### src/rtl/ab_arith_unit_if.sv
// Operand/result bundle for ab_arith_unit.
//   master: drives in_valid, a, b, ctrl; receives result and flags.
//   slave : receives operands; drives result, carry, overflow, zero,
//           negative, out_valid.
interface ab_arith_unit_if #(
    parameter int unsigned WIDTH = 64
);
    logic             in_valid;
    logic [WIDTH-1:0] a;
    logic [WIDTH-1:0] b;
    logic [1:0]       ctrl;
    logic [WIDTH-1:0] result;
    logic             carry;
    logic             overflow;
    logic             zero;
    logic             negative;
    logic             out_valid;

    modport master (
        output in_valid, a, b, ctrl,
        input  result, carry, overflow, zero, negative, out_valid
    );

    modport slave (
        input  in_valid, a, b, ctrl,
        output result, carry, overflow, zero, negative, out_valid
    );
endinterface

### src/rtl/ab_arith_unit.sv
// ab_arith_unit: N-bit pass/shift/add/subtract unit with registered result.
// Ports:
//   clk   - rising-edge clock
//   reset - synchronous active-high reset
//   bus   - slave side of ab_arith_unit_if (operands in, result/flags out)
// ctrl: 00 pass b, 01 a<<1, 10 a+b, 11 a-b. One-cycle latency, no backpressure.

// 2:1 mux leaf cell.
module mux_2to1 (
    input  logic sel,
    input  logic d0,
    input  logic d1,
    output logic y
);
    assign y = sel ? d1 : d0;
endmodule

// 1-bit full adder leaf cell.
module bitAdder (
    input  logic a,
    input  logic b,
    input  logic cin,
    output logic sum,
    output logic cout
);
    assign sum  = a ^ b ^ cin;
    assign cout = (a & b) | (cin & (a ^ b));
endmodule

module ab_arith_unit #(
    parameter int unsigned WIDTH = 64
) (
    input  logic            clk,
    input  logic            reset,
    ab_arith_unit_if.slave  bus
);
    // c[i] is the carry into cell i; c[WIDTH] is the final carry-out.
    logic [WIDTH:0]   c;
    logic [WIDTH-1:0] a_sh;
    logic [WIDTH-1:0] b_n;
    logic [WIDTH-1:0] b_sel;
    logic [WIDTH-1:0] sum;
    logic [WIDTH-1:0] pass;
    logic [WIDTH-1:0] op_out;

    // Subtract injects the +1 of two's complement as the chain's carry-in.
    assign c[0] = bus.ctrl[0];
    assign a_sh = {bus.a[WIDTH-2:0], 1'b0};

    // Ripple of per-bit cells.
    for (genvar i = 0; i < WIDTH; i++) begin : g_cell
        assign b_n[i] = ~bus.b[i];

        mux_2to1 u_bsel (.sel(bus.ctrl[0]), .d0(bus.b[i]), .d1(b_n[i]), .y(b_sel[i]));

        bitAdder u_add (
            .a   (bus.a[i]),
            .b   (b_sel[i]),
            .cin (c[i]),
            .sum (sum[i]),
            .cout(c[i+1])
        );

        mux_2to1 u_pass (.sel(bus.ctrl[0]), .d0(bus.b[i]), .d1(a_sh[i]), .y(pass[i]));
        mux_2to1 u_out  (.sel(bus.ctrl[1]), .d0(pass[i]), .d1(sum[i]), .y(op_out[i]));
    end

    logic [WIDTH-1:0] result_q, result_d;
    logic             carry_q, carry_d;
    logic             overflow_q, overflow_d;
    logic             zero_q, zero_d;
    logic             negative_q, negative_d;
    logic             out_valid_q, out_valid_d;

    // Next-state: load on in_valid, otherwise hold.
    always_comb begin
        result_d    = result_q;
        carry_d     = carry_q;
        overflow_d  = overflow_q;
        zero_d      = zero_q;
        negative_d  = negative_q;
        out_valid_d = bus.in_valid;
        if (bus.in_valid) begin
            result_d   = op_out;
            carry_d    = bus.ctrl[1] & c[WIDTH];
            overflow_d = bus.ctrl[1] & (c[WIDTH-1] ^ c[WIDTH]);
            zero_d     = (op_out == '0);
            negative_d = op_out[WIDTH-1];
        end
    end

    // Result and flag registers.
    always_ff @(posedge clk) begin
        if (reset) begin
            result_q    <= '0;
            carry_q     <= 1'b0;
            overflow_q  <= 1'b0;
            zero_q      <= 1'b1;
            negative_q  <= 1'b0;
            out_valid_q <= 1'b0;
        end else begin
            result_q    <= result_d;
            carry_q     <= carry_d;
            overflow_q  <= overflow_d;
            zero_q      <= zero_d;
            negative_q  <= negative_d;
            out_valid_q <= out_valid_d;
        end
    end

    assign bus.result    = result_q;
    assign bus.carry     = carry_q;
    assign bus.overflow  = overflow_q;
    assign bus.zero      = zero_q;
    assign bus.negative  = negative_q;
    assign bus.out_valid = out_valid_q;
endmodule

### src/flat_wrapper.sv
// flat-port wrapper written by rule: the top's interface ports become plain ports
module ab_arith_unit_flat 
#(
    parameter int unsigned WIDTH = 64
)
  (clk, reset, bus_in_valid, bus_a, bus_b, bus_ctrl, bus_result, bus_carry, bus_overflow, bus_zero, bus_negative, bus_out_valid);
  ab_arith_unit_if #(.WIDTH(WIDTH)) bus_i ();
  input  logic clk;
  input  logic reset;
  input wire logic [$bits(bus_i.in_valid)-1:0] bus_in_valid;
  input wire logic [$bits(bus_i.a)-1:0] bus_a;
  input wire logic [$bits(bus_i.b)-1:0] bus_b;
  input wire logic [$bits(bus_i.ctrl)-1:0] bus_ctrl;
  output wire logic [$bits(bus_i.result)-1:0] bus_result;
  output wire logic [$bits(bus_i.carry)-1:0] bus_carry;
  output wire logic [$bits(bus_i.overflow)-1:0] bus_overflow;
  output wire logic [$bits(bus_i.zero)-1:0] bus_zero;
  output wire logic [$bits(bus_i.negative)-1:0] bus_negative;
  output wire logic [$bits(bus_i.out_valid)-1:0] bus_out_valid;
  assign bus_i.in_valid = bus_in_valid;
  assign bus_i.a = bus_a;
  assign bus_i.b = bus_b;
  assign bus_i.ctrl = bus_ctrl;
  assign bus_result = bus_i.result;
  assign bus_carry = bus_i.carry;
  assign bus_overflow = bus_i.overflow;
  assign bus_zero = bus_i.zero;
  assign bus_negative = bus_i.negative;
  assign bus_out_valid = bus_i.out_valid;
  ab_arith_unit #(.WIDTH(WIDTH)) u_core (.clk(clk), .reset(reset), .bus(bus_i));
endmodule
### config.mk
export PLATFORM = sky130hd
export DESIGN_NAME = ab_arith_unit_flat
export DESIGN_NICKNAME = d
export VERILOG_FILES = /design/src/rtl/ab_arith_unit_if.sv /design/src/rtl/ab_arith_unit.sv /design/src/flat_wrapper.sv
export SDC_FILE = /design/constraint.sdc
export NUM_CORES = 1
export LEC_CHECK = 0
export CORE_ASPECT_RATIO = 1.1
export CORE_UTILIZATION = 48
export CTS_BUF_LIST = sky130_fd_sc_hd__clkbuf_4 sky130_fd_sc_hd__clkbuf_8
export DETAILED_ROUTE_END_ITERATION = 7
export GPL_TIMING_DRIVEN = 0
export HOLD_SLACK_MARGIN = 0.06
export PLACE_DENSITY = 0.93
export SYNTH_ARGS = -nofsm -noshare
export SYNTH_HDL_FRONTEND = slang
export SYNTH_SLANG_ARGS = --single-unit
### constraint.sdc
create_clock -name clk -period 34.9 [get_ports clk]
set_input_delay 3.49 -clock clk [delete_from_list [all_inputs] [get_ports clk]]
set_output_delay 3.49 -clock clk [all_outputs]
set_load 0.02 [all_outputs]
==> results.md <==
* GRT Total Usage at 0.297
* Min-delay worst type: reg2reg
* Wire length per cell at 19.2 um
* Final setup vio count at 0
* Net Sw Power at 109 uW
* VDD IR max at 21.8 uV
* CP max stage delay at 0.50 ns
* Vias per cell at 5.43
* Ys async rst share at 0
* Final Instance Area at 0.00839 mm2
* Yosys reg bits at 68
* Top post-synthesis cells by count: 150 x mux2i_1, 68 x dfxtp_1, 67 x nor2_1, 64 x inv_1, 63 x fa_1
* Global-route wire length before repair at 28400 um
* Clock share of power at 0.253
* Crit path capture type: register
* Vias post-DR at 5348
* Routed WL at 18900 um
* DP Area at 0.00816 mm2
* Hold-fix buffers at CTS at 0
* Setup TNS at 0 ns
* Most common cell in the synthesized netlist: mux2i_1
* Clk sinks at 68
* Count of unique library cells instantiated by Yosys at 30
* Diodes inserted at 0
* Fin crit period at 31.67 ns
* Synth warn at 0
* Maximum level of the CTS H-tree at 3
* Max-cap violations at 0
* Launch point of the critical path: bus_ctrl[0]
* EDFF count, synth at 0
* Synthesized area per cell at 9.72 um2
* Final hold vios at 0
* Initial Util at 0.496
* Final period util at 0.907
* Hold_ws at 0.469 ns
* Via count of the first global-routing pass at 5423
* TritonCTS buffer count at 9
* Top cells by area, synth: mux2i_1 25%, dfxtp_1 23%, fa_1 21%
* Worst-Margin Slew at 0.839 ns
* Worst reg2reg path startpoint: u_core.bus.result[36]
* Io pins at 202
* Top cell type's share of synthesized area at 0.250
* Area leader, netlist: mux2i_1
* Routability cong. at 0.846
* DRT Pass-1 Iters at 5
* Clock skew at 0 ns
* Antenna Nets Post-Route at 0
* Top_reg_cell synth: dfxtp_1
* Die area at 0.0129 mm2
* Layout cell share with drive strength beyond 1 at 0.0530
* Most frequent CP cell: fa_1
* Pins Over Slew Limit at 0
* Largest net degree at the start of global routing at 13
* GR Overflow Total at 0
* Internal power at 196 uW
* Worst reg-to-reg path cell count at 2
* Post-CTS setup buffer count at 0
* Arr. time, crit path at 31.97 ns
* Layout area overhead at 40.0%
* Lkg Pwr at 0.00365 uW
* Net Sw Frac at 0.356
* Worst EP required at 35.20 ns
* Peak Freq at 0.0316 GHz
* Worst-path clk slew at 0.08 ns
* Worst-path maximum fanout at 10
* Mapped Cells at 617
* Ratio of total power to cell area at 36.3 mW/mm2
* WHS Path Cells at 2
* Synth Cell Area at 0.00600 mm2
* Worst Hold Launch: u_core.bus.result[44]
* Total Power at 305 uW
* CP Class: in2reg
* Slew headroom at 0.440
* Die height at 119 um
* Initial drt markers at 327
* Syn_nets at 813
* Reg power frac at 0.299
* Nets@finish at 1021
* Worst setup SP type: input pin
* Core Region at 0.0121 mm2
* Register area share after synthesis at 0.227
* I/O Buffers at 197
* R2R setup slack at 34.21 ns
* Post-DP HPWL at 15100 um
* Fillers at 947
* Combinational Power Share at 0.448
* Worst path slowest cell: buf_1
* # rows at 42
* Clk root buf: clkbuf_8
* Post-CTS Resized at 0
* CTS tree: yes
* RSZ-0062 raised after global routing: false
* Residual DRC count at 0
* Longest Clk Path Bufs at 2
* Clock latency at the later pin of the worst-skew pair at 0.37 ns
* Initial antenna violation count at 0
* Status: complete, no violations
* Die Span X at 109 um
## cells by family (layout without fill, tap and decap cells)
kind of cell / after synthesis / after routing / share of synthesized area
compound gates: 41 / 41 / 0.0409
xor+xnor: 65 / 65 / 0.0950
flops: 68 / 68 / 0.227
mux: 154 / 154 / 0.258
buf+inv: 108 / 321 / 0.0778
fa+ha+maj: 63 / 63 / 0.210
simple gates: 118 / 118 / 0.0910
## placed cells by master (no fill, tap or decap), types with 2 or more instances in the layout
| cell type | count |
|---|---|
| buf_4 | 10 |
| or4_1 | 2 |
| nand2b_1 | 4 |
| buf_1 | 6 |
| clkbuf_8 | 11 |
| a221oi_1 | 2 |
| o21ai_0 | 5 |
| buf_2 | 13 |
| clkdlybuf4s50_1 | 197 |
| a21oi_1 | 20 |
| nand2_1 | 11 |
| nand3_1 | 2 |
| nand4_1 | 4 |
| nor2b_1 | 12 |
| dfxtp_1 | 68 |
| a211oi_1 | 12 |
| mux2_2 | 4 |
| inv_1 | 64 |
| mux2i_1 | 150 |
| bufinv_16 | 2 |
| nor4_1 | 11 |
| fa_1 | 63 |
| xnor2_1 | 62 |
| nor3_1 | 3 |
| xor2_1 | 3 |
| nor2_1 | 67 |
| clkbuf_1 | 13 |
## layout make-up
type | instances | area, um2 | area share
inverters | 65 | 244 | 0.0291
multi-input cells | 441 | 4170 | 0.496
repair buffers | 197 | 1970 | 0.235
well taps | 154 | 193 | 0.0230
flip-flops and latches | 68 | 1360 | 0.162
clock inverters | 5 | 82.6 | 0.00984
clock buffers | 11 | 151 | 0.0180
plain buffers | 43 | 223 | 0.0265
## worst max-delay path, delay by kind of cell
kind | cells | cell delay, ns
adders and majority gates | 63 | 25.18
xor gates and xnor gates | 1 | 0.12
and+or+nand+nor | 1 | 0.13
AOI/OAI and AO/OA | 3 | 0.55
buffers and inverters | 10 | 2.42
## state kept, by name (all words and copies together) (netlist names)
signal and cells:
u_core.bus.carry 1, u_core.bus.negative 1, u_core.bus.out_valid 1, u_core.bus.overflow 1
u_core.bus.result 63, u_core.bus.zero 1
## through the flow
stage               instances  setup slack [ns]   util
global placement          968              3.53  0.675
finish                    984              3.23  0.695
detailed placement        968              3.14  0.675
floorplan                 617              5.24      -
global route              984              2.55  0.695
CTS                       984              3.39  0.695
## power groups by stage
stage	Clock (uW)	Sequential (uW)	Combinational [uW]
floorplan	0	103	68.5
global placement	0	92.4	131
detailed placement	0	92.7	135
CTS	78.1	91.1	136
global route	81.2	92.0	148
finish	77.0	91.1	137
## layer usage
metal | part of all wire | track usage | up-vias
met3 | 0.075 | 0.0619 | 35
met4 | 0.025 | 0.119 | 0
met2 | 0.50 | 0.501 | 259
met1 | 0.40 | 0.366 | 2609
met5 | 0 | 0 | -
li1 | - | - | 2445
## worst paths after layout
path | to
max reg2reg | u_core.bus.result[36]
min | u_core.bus.result[44]
min reg2reg | u_core.bus.result[44]
max | u_core.bus.zero
No activity file was read; power rests on OpenSTA's default activity.
==> edit, RTL diff (same settings) <==
`WIDTH` is set to 64 in 3 places; all go to 68.
--- a/src/rtl/ab_arith_unit_if.sv
+++ b/src/rtl/ab_arith_unit_if.sv
@@ -4,5 +4,5 @@
 //           negative, out_valid.
 interface ab_arith_unit_if #(
-    parameter int unsigned WIDTH = 64
+    parameter int unsigned WIDTH = 68
 );
     logic             in_valid;
--- a/src/rtl/ab_arith_unit.sv
+++ b/src/rtl/ab_arith_unit.sv
@@ -29,5 +29,5 @@
 
 module ab_arith_unit #(
-    parameter int unsigned WIDTH = 64
+    parameter int unsigned WIDTH = 68
 ) (
     input  logic            clk,
--- a/src/flat_wrapper.sv
+++ b/src/flat_wrapper.sv
@@ -2,5 +2,5 @@
 module ab_arith_unit_flat 
 #(
-    parameter int unsigned WIDTH = 64
+    parameter int unsigned WIDTH = 68
 )
   (clk, reset, bus_in_valid, bus_a, bus_b, bus_ctrl, bus_result, bus_carry, bus_overflow, bus_zero, bus_negative, bus_out_valid);
Ports: changed (resized bus_a, bus_b and bus_result); port bits go from 202 to 214. No check against the original RTL was run, so the function may have changed too.
==> edit against the unedited design <==
The run now ends with design-rule violations left. Wire length is 12% higher. Critical path depth is 5 higher. Power is 5.3% higher. Area after synthesis is 6.0% higher. Clock skew stayed put. Worst setup slack worse by 0.89 ns. Sequential cell count is 4 higher. Sequential share of layout area hardly changed. Cell area is 5.8% higher. Critical path type unchanged. Largest power group unchanged.
==> edit: results (changes against the unedited design) <==
finish:
  largest_reg_flops: 67  # +6.3%
  final_nets: 1082  # +6.0%
routing:
  via_count: 5729  # +7.1%
  wl_um: 21200  # +12%
  first_pass_iters: 7  # +2
  post_drt_wl_per_cell_um: 20.46  # +6.5%
  drt_iter0_drc: 345  # +5.5%
  drc: 15  # +15
grt:
  grt_pass1_vias: 6296  # +16%
  grt_pass1_wl_um: 32910  # +16%
worst_setup_path:
  r2r_end: "u_core.bus.result[66]"
  cp_slowest_cell: "fa_1"
  rrSetupSlack_ns: 34.19  # -0.02 ns
  r2r_cells: 3  # +1
logic_synthesis:
  synthDistinctLibCells: 27  # -10%
  syn-num-nets: 862  # +6.0%
  synth_common_cells: "mux2i_1 (154), dfxtp_1 (72), fa_1 (67)"
power_and_ir_drop:
  peakVddDrop_v: 0.00001948  # -11%
  p_leak_uw: 0.003853  # +5.5%
timing:
  period_share_pct: 93.29  # +2.6 points
  hold_slack_ns: 0.4666  # -0.002628 ns
min_path:
  hold_start: "u_core.bus.result[55]"
  hold_end: "u_core.bus.result[55]"
placement:
  place_hpwl_um: 17000  # +13%
  gp_congestion: 0.8651  # +2.3%
  postPlaceCellArea_um2: 8645  # +5.9%
  place_ws_ns: 2.303  # -0.8373 ns
status:
  violations: "design-rule violations"
  status: "complete, but fails checks"
-- edit: cell count changes in the layout (fill, tap and decap cells not counted), moves of 4 or more --
cell,change
o21ai_0,+7
xor2_1,+4
mux2i_1,+4
nor2_1,-5
dfxtp_1,+4
nand2b_1,+5
mux2_2,+5
fa_1,+4
clkdlybuf4s50_1,+12
nand2_1,+12
-- edit: layout make-up --
| class | count | area, um2 |
|---|---|---|
| Tap cell | 157 | 196.4 |
| Fill cell | 999 | 3871 |
| Clock inverter | 4 | 76.32 |
| Clock buffer | 12 | 158.9 |
| Sequential cell | 72 | 1441 |
| Buffer | 44 | 232.7 |
| Timing Repair Buffer | 209 | 2092 |
| Multi-Input combinational cell | 472 | 4434 |
| Inverter | 66 | 247.7 |
-- edit: tightest hold or removal path: cells and delay by family, from the launching register on --
family	cells	cell delay (ns)
compound gates	1	0.06
flops	1	0.31
simple gates	1	0.06
-- edit: per-layer routing --
metal	global-route usage, %	wire length (um)
met1	36.24	8110
met2	58.04	10750
met3	6.716	1578
met4	15.37	761
met5	0	0
-- edit: logic make-up after synthesis --
logic type	Yosys count	synth area share [%]
AO/OA/AOI/OAI	44	3.878
XOR/XNOR	69	9.508
adder cells (fa/ha/maj)	67	21.10
buffers and inverters	110	7.559
flip-flops	72	22.68
multiplexers	163	25.85
AND/OR/NAND/NOR	129	9.429
-- edit: power by group through the flow --
stage          clock, uW  combinational (uW)  sequential, uW
2_1_floorplan          0                72.2             108
3_3_place_gp           0                 138            97.7
3_5_place_dp           0                 144            97.9
4_1_cts             79.9                 145            96.1
5_1_grt             83.4                 158            97.0
6_report            79.8                 145            96.1
